**config.mk**
```make
export PLATFORM = sky130hd
export DESIGN_NAME = sdio_wb_arbiter_flat
export DESIGN_NICKNAME = d
export VERILOG_FILES = /design/src/rtl/sdio_wb_arbiter_if.sv /design/src/rtl/sdio_wb_arbiter.sv /design/src/flat_wrapper.sv
export SDC_FILE = /design/constraint.sdc
export NUM_CORES = 1
export LEC_CHECK = 0
export BUFFER_PORTS_ARGS = -buffer_cell sky130_fd_sc_hd__buf_2
export CAP_MARGIN = 20
export CORE_AREA = 2 2 91 93
export DETAILED_ROUTE_END_ITERATION = 10
export DIE_AREA = 0 0 93 95
export PLACE_DENSITY = 0.72
export SLEW_MARGIN = 25
export SYNTH_ARGS = -nofsm -noshare
export SYNTH_HDL_FRONTEND = slang
export SYNTH_SLANG_ARGS = --single-unit
```
**constraint.sdc**
```tcl
create_clock -name wb_clk_i -period 1.8 [get_ports wb_clk_i]
set_clock_uncertainty 0.15 [all_clocks]
set_input_delay 0.36 -clock wb_clk_i [delete_from_list [all_inputs] [get_ports wb_clk_i]]
set_output_delay 0.36 -clock wb_clk_i [all_outputs]
set_load 0.005 [all_outputs]
```
**src/rtl/sdio_wb_arbiter_if.sv**
```systemverilog
// Wishbone bus bundle shared by the arbiter's two master ports and its slave-side port.
// The master modport is the initiator's view and the slave modport is the target's view.
interface sdio_wb_arbiter_if #(
    parameter int ADR_W = 8,
    parameter int DAT_W = 32
);
    logic             cyc;
    logic             stb;
    logic             we;
    logic [ADR_W-1:0] adr;
    logic [DAT_W-1:0] dat_w;
    logic [DAT_W-1:0] dat_r;
    logic             ack;
    logic             err;

    modport master (output cyc, stb, we, adr, dat_w, input  dat_r, ack, err);
    modport slave  (input  cyc, stb, we, adr, dat_w, output dat_r, ack, err);
endinterface

```
**src/rtl/sdio_wb_arbiter.sv**
```systemverilog
// Round-robin two-master Wishbone arbiter in front of the sd_top slave port.
// The grant is held for a whole cyc, and a stalled strobe turns into an error reply.
module sdio_wb_arbiter #(
    parameter int ADR_W   = 8,
    parameter int DAT_W   = 32,
    parameter int TIMEOUT = 255
) (
    input  logic              wb_clk_i,
    input  logic              wb_rst_n_i,
    sdio_wb_arbiter_if.slave  m0,
    sdio_wb_arbiter_if.slave  m1,
    sdio_wb_arbiter_if.master s,
    output logic [1:0]        grant_o
);
    localparam int CNT_W = (TIMEOUT > 0) ? $clog2(TIMEOUT + 1) : 1;
    localparam logic [CNT_W-1:0] CNT_LAST = CNT_W'((TIMEOUT > 0) ? TIMEOUT - 1 : 0);

    typedef enum logic [1:0] {IDLE, BUSY, ERR, DRAIN} state_e;

    state_e           state_q, state_d;
    logic [1:0]       grant_q, grant_d;
    logic             last_q, last_d;
    logic [CNT_W-1:0] tmo_q, tmo_d;

    logic             own_cyc, own_stb, own_we;
    logic [ADR_W-1:0] own_adr;
    logic [DAT_W-1:0] own_dat;

    always_comb begin
        if (grant_q[1]) begin
            own_cyc = m1.cyc;
            own_stb = m1.stb;
            own_we  = m1.we;
            own_adr = m1.adr;
            own_dat = m1.dat_w;
        end else begin
            own_cyc = m0.cyc;
            own_stb = m0.stb;
            own_we  = m0.we;
            own_adr = m0.adr;
            own_dat = m0.dat_w;
        end
    end

    always_comb begin
        state_d  = state_q;
        grant_d  = grant_q;
        last_d   = last_q;
        tmo_d    = tmo_q;
        s.cyc    = 1'b0;
        s.stb    = 1'b0;
        s.we     = 1'b0;
        s.adr    = '0;
        s.dat_w  = '0;
        m0.ack   = 1'b0;
        m1.ack   = 1'b0;
        m0.err   = 1'b0;
        m1.err   = 1'b0;
        m0.dat_r = '0;
        m1.dat_r = '0;

        unique case (state_q)
            IDLE: begin
                tmo_d = '0;
                // last_q names the previous winner; a tie goes to the other master.
                if (m0.cyc && m1.cyc) begin
                    grant_d = last_q ? 2'b01 : 2'b10;
                    last_d  = ~last_q;
                    state_d = BUSY;
                end else if (m0.cyc) begin
                    grant_d = 2'b01;
                    last_d  = 1'b0;
                    state_d = BUSY;
                end else if (m1.cyc) begin
                    grant_d = 2'b10;
                    last_d  = 1'b1;
                    state_d = BUSY;
                end
            end

            BUSY: begin
                s.cyc    = own_cyc;
                s.stb    = own_stb;
                s.we     = own_we;
                s.adr    = own_adr;
                s.dat_w  = own_dat;
                m0.dat_r = s.dat_r;
                m1.dat_r = s.dat_r;
                m0.ack   = s.ack & grant_q[0] & m0.stb;
                m1.ack   = s.ack & grant_q[1] & m1.stb;
                if (!own_cyc) begin
                    state_d = IDLE;
                    grant_d = 2'b00;
                    tmo_d   = '0;
                end else if (TIMEOUT > 0 && own_stb && !s.ack) begin
                    // An ack in the terminal-count cycle takes this branch's else arm.
                    if (tmo_q == CNT_LAST) begin
                        state_d = ERR;
                        tmo_d   = '0;
                    end else if (tmo_q != '1) begin
                        tmo_d = tmo_q + 1'b1;
                    end
                end else begin
                    tmo_d = '0;
                end
            end

            ERR: begin
                m0.err  = grant_q[0];
                m1.err  = grant_q[1];
                state_d = DRAIN;
            end

            DRAIN: begin
                if (!own_cyc) begin
                    state_d = IDLE;
                    grant_d = 2'b00;
                end
            end

            default: begin
                state_d = IDLE;
                grant_d = 2'b00;
            end
        endcase
    end

    always_ff @(posedge wb_clk_i or negedge wb_rst_n_i) begin
        if (!wb_rst_n_i) begin
            state_q <= IDLE;
            grant_q <= 2'b00;
            last_q  <= 1'b1;
            tmo_q   <= '0;
        end else begin
            state_q <= state_d;
            grant_q <= grant_d;
            last_q  <= last_d;
            tmo_q   <= tmo_d;
        end
    end

    assign grant_o = grant_q;
endmodule
```
**src/flat_wrapper.sv**
```systemverilog
// flat-port wrapper written by rule: the top's interface ports become plain ports
module sdio_wb_arbiter_flat 
#(
    parameter int ADR_W   = 8,
    parameter int DAT_W   = 32,
    parameter int TIMEOUT = 255
)
  (wb_clk_i, wb_rst_n_i, grant_o, m0_cyc, m0_stb, m0_we, m0_adr, m0_dat_w, m0_dat_r, m0_ack, m0_err, m1_cyc, m1_stb, m1_we, m1_adr, m1_dat_w, m1_dat_r, m1_ack, m1_err, s_cyc, s_stb, s_we, s_adr, s_dat_w, s_dat_r, s_ack, s_err);
  sdio_wb_arbiter_if #(.ADR_W(ADR_W), .DAT_W(DAT_W)) m0_i ();
  sdio_wb_arbiter_if #(.ADR_W(ADR_W), .DAT_W(DAT_W)) m1_i ();
  sdio_wb_arbiter_if #(.ADR_W(ADR_W), .DAT_W(DAT_W)) s_i ();
  input  logic wb_clk_i;
  input  logic wb_rst_n_i;
  output logic [1:0] grant_o;
  input wire logic [$bits(m0_i.cyc)-1:0] m0_cyc;
  input wire logic [$bits(m0_i.stb)-1:0] m0_stb;
  input wire logic [$bits(m0_i.we)-1:0] m0_we;
  input wire logic [$bits(m0_i.adr)-1:0] m0_adr;
  input wire logic [$bits(m0_i.dat_w)-1:0] m0_dat_w;
  output wire logic [$bits(m0_i.dat_r)-1:0] m0_dat_r;
  output wire logic [$bits(m0_i.ack)-1:0] m0_ack;
  output wire logic [$bits(m0_i.err)-1:0] m0_err;
  input wire logic [$bits(m1_i.cyc)-1:0] m1_cyc;
  input wire logic [$bits(m1_i.stb)-1:0] m1_stb;
  input wire logic [$bits(m1_i.we)-1:0] m1_we;
  input wire logic [$bits(m1_i.adr)-1:0] m1_adr;
  input wire logic [$bits(m1_i.dat_w)-1:0] m1_dat_w;
  output wire logic [$bits(m1_i.dat_r)-1:0] m1_dat_r;
  output wire logic [$bits(m1_i.ack)-1:0] m1_ack;
  output wire logic [$bits(m1_i.err)-1:0] m1_err;
  output wire logic [$bits(s_i.cyc)-1:0] s_cyc;
  output wire logic [$bits(s_i.stb)-1:0] s_stb;
  output wire logic [$bits(s_i.we)-1:0] s_we;
  output wire logic [$bits(s_i.adr)-1:0] s_adr;
  output wire logic [$bits(s_i.dat_w)-1:0] s_dat_w;
  input wire logic [$bits(s_i.dat_r)-1:0] s_dat_r;
  input wire logic [$bits(s_i.ack)-1:0] s_ack;
  input wire logic [$bits(s_i.err)-1:0] s_err;
  assign m0_i.cyc = m0_cyc;
  assign m0_i.stb = m0_stb;
  assign m0_i.we = m0_we;
  assign m0_i.adr = m0_adr;
  assign m0_i.dat_w = m0_dat_w;
  assign m0_dat_r = m0_i.dat_r;
  assign m0_ack = m0_i.ack;
  assign m0_err = m0_i.err;
  assign m1_i.cyc = m1_cyc;
  assign m1_i.stb = m1_stb;
  assign m1_i.we = m1_we;
  assign m1_i.adr = m1_adr;
  assign m1_i.dat_w = m1_dat_w;
  assign m1_dat_r = m1_i.dat_r;
  assign m1_ack = m1_i.ack;
  assign m1_err = m1_i.err;
  assign s_cyc = s_i.cyc;
  assign s_stb = s_i.stb;
  assign s_we = s_i.we;
  assign s_adr = s_i.adr;
  assign s_dat_w = s_i.dat_w;
  assign s_i.dat_r = s_dat_r;
  assign s_i.ack = s_ack;
  assign s_i.err = s_err;
  sdio_wb_arbiter #(.ADR_W(ADR_W), .DAT_W(DAT_W), .TIMEOUT(TIMEOUT)) u_core (.wb_clk_i(wb_clk_i), .wb_rst_n_i(wb_rst_n_i), .m0(m0_i), .m1(m1_i), .s(s_i), .grant_o(grant_o));
endmodule
```
# Yosys cells after proc, flatten, opt, wreduce, memory -nomap -nowiden
# Cells that the tools add are included.
# W data, S select, Z words.
[op_classes]
n_div = 0
muxes = 36
reduce_logical = 12
add_sub_neg = 1
n_shift = 0
multipliers = 0
eq_ne = 11
bitwise_logic = 5
order_cmp = 0
[ops]
columns = ["operator", "count"]
rows = [
  ["$mux W32", 3],
  ["$mux W8", 6],
  ["$mux W2", 11],
  ["$pmux W8 S2", 1],
  ["$mux W1", 13],
  ["$add A8 B1 Y8 const B", 1],
  ["$eq A8 B8 Y1 const B", 1],
  ["$ne A8 B8 Y1 const B", 1],
  ["$pmux W2 S4", 1],
  ["$ne A3 B3 Y1 const B", 2],
  ["$ne A5 B5 Y1 const B", 1],
  ["$and A1 B1 Y1", 4],
  ["$eq A2 B2 Y1 const B", 2],
  ["$ne A2 B2 Y1 const B", 2],
  ["$ne A4 B3 Y1 const B", 1],
  ["$pmux W2 S2", 1],
  ["$reduce_and A2 Y1", 2],
  ["$reduce_and A4 Y1", 1],
  ["$reduce_bool A2 Y1", 2],
  ["$reduce_and A3 Y1", 1],
  ["$reduce_bool A3 Y1", 1],
  ["$eq A2 B1 Y1 const B", 1],
  ["$logic_and A1 B1 Y1", 2],
  ["$logic_not A2 Y1", 1],
  ["other kinds (3)", 3],
]
[word_totals]
ff_bits = 13
latchBits = 0
mem_bits_rw = 0
mem_bits_ro = 0
mem_count = 0
out_inout_bits = 113

# Depth between registers and ports, before layout
[depth]
word_depth = 6
mapped_depth = 6
ltp_nobuf = 6

# Least setup slack after synthesis
# OpenSTA, ideal clock, no wires.
[synth_timing]
path_kind = "register to register"
startpoint = "register (tool-made name)"
endpoint = "register u_core.tmo_q[2]"
path_buffers = 1
t_arrival_ns = 1.611
stages_incl_launch_ff = 6
synth_period_minus_slack_ns = 1.853
path_slack_ns = -0.053
required_time_ns = 1.559
cell_sequence = "dfrtp_1 > nand2b_1 > buf_6 > nor4_4 > nand2_1 > o221ai_1"
[synth_lines]
columns = ["element", "line", "rtl"]
rows = [
  ["end signal: assignment", "sdio_wb_arbiter.sv:138", "tmo_q <= tmo_d;"],
  ["end: declaration", "sdio_wb_arbiter.sv:23", "logic [CNT_W-1:0] tmo_q, tmo_d;"],
]

# Worst setup path in the final report
[layout_timing]
startpoint = "register u_core.grant_q[1], in the netlist u_core.grant_o[1]"
endpoint = "output s_dat_w[22]"
[layout_between]
elab_chain_cells = 2
[layout_lines]
columns = ["element", "line", "rtl"]
rows = [
  ["start: declaration", "sdio_wb_arbiter.sv:21", "logic [1:0] grant_q, grant_d;"],
  ["start signal: assignment", "sdio_wb_arbiter.sv:136", "grant_q <= grant_d;"],
  ["$mux W32", "sdio_wb_arbiter.sv:30", "if (grant_q[1]) begin"],
  ["$mux W32", "sdio_wb_arbiter.sv:62", "unique case (state_q)"],
  ["end: declaration", "flat_wrapper.sv:35", "output wire logic [$bits(s_i.dat_w)-1:0] s_dat_w;"],
]
# No other way between the ends.

==> results.cfg <==
[routing]
drt-vias-per-instance = 4.65
route.vias.total = 2704
ant_nets = 0
totalWireLength_um = 8860
drtPass1Iterations = 4
drcViolationCount = 0
drt-initial-drc-count = 70
wire_per_inst_um = 15.2

[power]
vdd_drop_max_uv = 255
clkPwrFrac_pct = 12.0
pwr-share-comb_pct = 72.0
p_int_mw = 1.41
fin_total_pwr_mw = 2.18
p_leak_nw = 2.04
power_switching_mw = 0.772
p_sw_share_pct = 35.4
power.density_nw_per_um2 = 551
seqPwrFrac_pct = 16.1

[synthesis]
yosysUniqueCellTypes = 35
synth_area_leaders = mux2i_1 (23%), dfrtp_1 (16%), buf_4 (13%)
synthSimpleGateAreaFrac_pct = 31.8
synth_nets = 377
yosys.area.top_type = mux2i_1
yosysTopAreaCellShare_pct = 23.1
netlist_area_um2 = 1910
synthAdderAreaFrac_pct = 1.31
synth_top_family_by_area = simple AND/OR/NAND/NOR gates
synth_xor_area_share_pct = 0
synthCells = 253
seq_area_frac_synth_pct = 17.1
synth_compound_area_share_pct = 8.66
yosys_warnings = 0
synth_area_per_cell_um2 = 7.54
ys_ff_latch = 13
synthMuxAreaShare_pct = 23.1

[setup_path]
cp_max_fo = 9
endpoint = s_dat_w[22]
path_cells = buf_4, clkbuf_16, mux2i_1, nor2_1, buf_2
crit_path_start = u_core.grant_o[1]$_DFFE_PN0P_
reg2reg_slack_ns = -0.07
cp_slowest_stage_delay_ns = 0.45
cpMaxStageDelayCell = dfrtp_2
cp_num_cells = 5
reg2reg_from = u_core.grant_o[1]$_DFFE_PN0P_
r2r_end = u_core.tmo_q[3]$_DFFE_PN0P_
arrival_ns = 1.38
worstSetupStartpointType = flop
crit_path_end_kind = output port
critPathBufInv = 3
worstPathRequired_ns = 1.29
crit_family = buffers and inverters
path_class = reg2out
reg2reg_depth = 6

[worst_hold_path]
holdCritPathClass = in2reg
hold_depth = 2

[timing]
period_share_pct = 105
grt_setup_unrepaired = yes
fmaxAchievable_ghz = 0.528
drv_slew = 0
max_slew.worst_pin.slew_ns = 0.367
min_period_ns = 1.89
hold_violations = 0
fin_ws_ns = -0.0933
holdWs_ns = 0.299
slew_headroom_pct = 75.4
setup_violations = 118

[placement]
io_buffers = 233
gp_congestion = 0.844
placed_cell_area_um2 = 3050
post-dp-hpwl_um = 6220

[die]
die_w_um = 93
rows = 33
ios = 235
dieArea_um2 = 8840
die_h_um = 95
core_um2 = 7930
start_util_pct = 24.1

[layout]
final-seq-area_um2 = 329
drive_gt1_share_pct = 69.4
layout_commonest_cell = buf_2
postLayoutCellArea_um2 = 3960
antennaDiodeCount = 0
final_cell_mix = buf_2 (176), buf_6 (59), mux2i_1 (39), nor2_1 (38), and2_4 (32)
nNetsFinal = 602
area_growth_pct = 108
multi_input_area_um2 = 1430
fillCellCount = 726
post-route-util_pct = 50.0

[clocking]
cts_tree = done
clock-root-buffer = clkbuf_8
path_clk_slew_ns = 0.05
cts_sinks = 13
htreeDepth = 1
cts_buffers = 3
clk_latency_ns = 0.24
clockBufferDepth = 2

[global_route]
grt_antenna_before_repair = 0
grt_max_degree = 23
grt_use_total_pct = 14.8
grt_pass1_vias = 2233
grt_overflow = 0
grt_pass1_wl_um = 10600

[job]
maxCapViolations = 0

[outcome]
violations = setup timing
outcome = complete, but fails checks
logic make-up (layout without fill, tap and decap cells):
logic type | count (synthesis) | after routing
AO/OA/AOI/OAI | 22 | 22
adder cells (fa/ha/maj) | 2 | 2
buffers and inverters | 56 | 280
flip-flops | 13 | 13
multiplexers | 44 | 44
AND/OR/NAND/NOR | 116 | 116
power by group through the flow:
stage / combinational [mW] / sequential (mW) / clock (mW)
after CTS: 1.14 / 0.356 / 0.270
after detailed placement: 1.03 / 0.356 / 0
after global placement: 1.02 / 0.353 / 0
after global routing: 1.69 / 0.352 / 0.285
final: 1.57 / 0.350 / 0.262
after floorplan: 0.602 / 0.344 / 0
per-stage QoR:
stage / cells / TNS [ns] / setup slack [ns]
3_3_place_gp: 560 / 0 / 0.0346
3_5_place_dp: 560 / -0.0118 / -0.0118
5_1_grt: 582 / -9.86 / -0.157
6_report: 582 / -4.43 / -0.0933
4_1_cts: 571 / -3.50 / -0.113
2_1_floorplan: 253 / -0.137 / -0.0217
state kept, by name, indices dropped and copies added, names as in the netlist, named ones only:
| register | count |
|---|---|
| u_core.tmo_q | 8 |
| u_core.state_q | 1 |
| u_core.last_q | 1 |
| u_core.grant_o | 2 |
worst min-delay path by stage:
stage | from | to | slack, ns
floorplan | wb_rst_n_i | asynchronous set/reset pin | -0.09
global placement | wb_rst_n_i | u_core.tmo_q[3]$_DFFE_PN0P_ | 0.12
detailed placement | wb_rst_n_i | u_core.tmo_q[2]$_DFFE_PN0P_ | 0.12
CTS | m0_cyc | u_core.state_q[0]$_DFFE_PN0P_ | 0.28
global route | m0_cyc | u_core.state_q[0]$_DFFE_PN0P_ | 0.31
finish | m0_cyc | u_core.state_q[0]$_DFFE_PN0P_ | 0.30
what timing repair did:
action                     in CTS  in global routing
hold buffers                    1                  0
setup endpoints to repair     111                120
hold endpoints to repair       12                  0
pin swaps                       2                 28
setup buffers                   5                  8
cloned                          2                  7
resized for setup              17                115
routing by layer:
metal  vias to the layer above  wire length [um]  GRT usage (%)
met4                         0               157           3.68
met3                        16               723           3.11
met2                       138              4450           25.4
li1                       1282                 -              -
met1                      1268              3530           19.1
met5                         -                 0              0
worst register-to-register path, delay by kind of cell (launching register included):
family	cells	cell delay, ns
AO/OA/AOI/OAI	2	0.45
flip-flops	1	0.45
AND/OR/NAND/NOR	1	0.28
multiplexers	1	0.19
buffers and inverters	2	0.26
cell type report:
cell class / instances / area share, %
repair buffers: 266 / 50.2
multi-input cells: 184 / 36.0
flip-flops and latches: 13 / 8.31
well taps: 105 / 3.32
clock buffers: 4 / 1.14
inverters: 10 / 1.01
synthesized netlist by cell type:
library cell and n:
nor4_1 2, and2_1 33, nand4_1 3, nor2_1 47, nor4_4 1, nand2b_1 6, nor2b_1 1, a21oi_1 5
a32o_1 1, and4_1 2, dfstp_2 1, mux2i_1 44, dfrtp_1 12, nand2_1 4, buf_1 1, a31oi_4 1
buf_2 4, nand3_1 8, o221ai_1 6, and3_1 2, or3_1 1, nand3b_1 1, clkbuf_1 8, o2bb2ai_1 1
inv_1 10, a2bb2oi_1 1, ha_1 2, o211ai_1 1, nor3_1 3, a31oi_1 1, buf_4 32, buf_6 1
o21ai_0 5, nor3b_1 1, or2_2 1
Note: power is estimated with default switching activity, not from simulation.
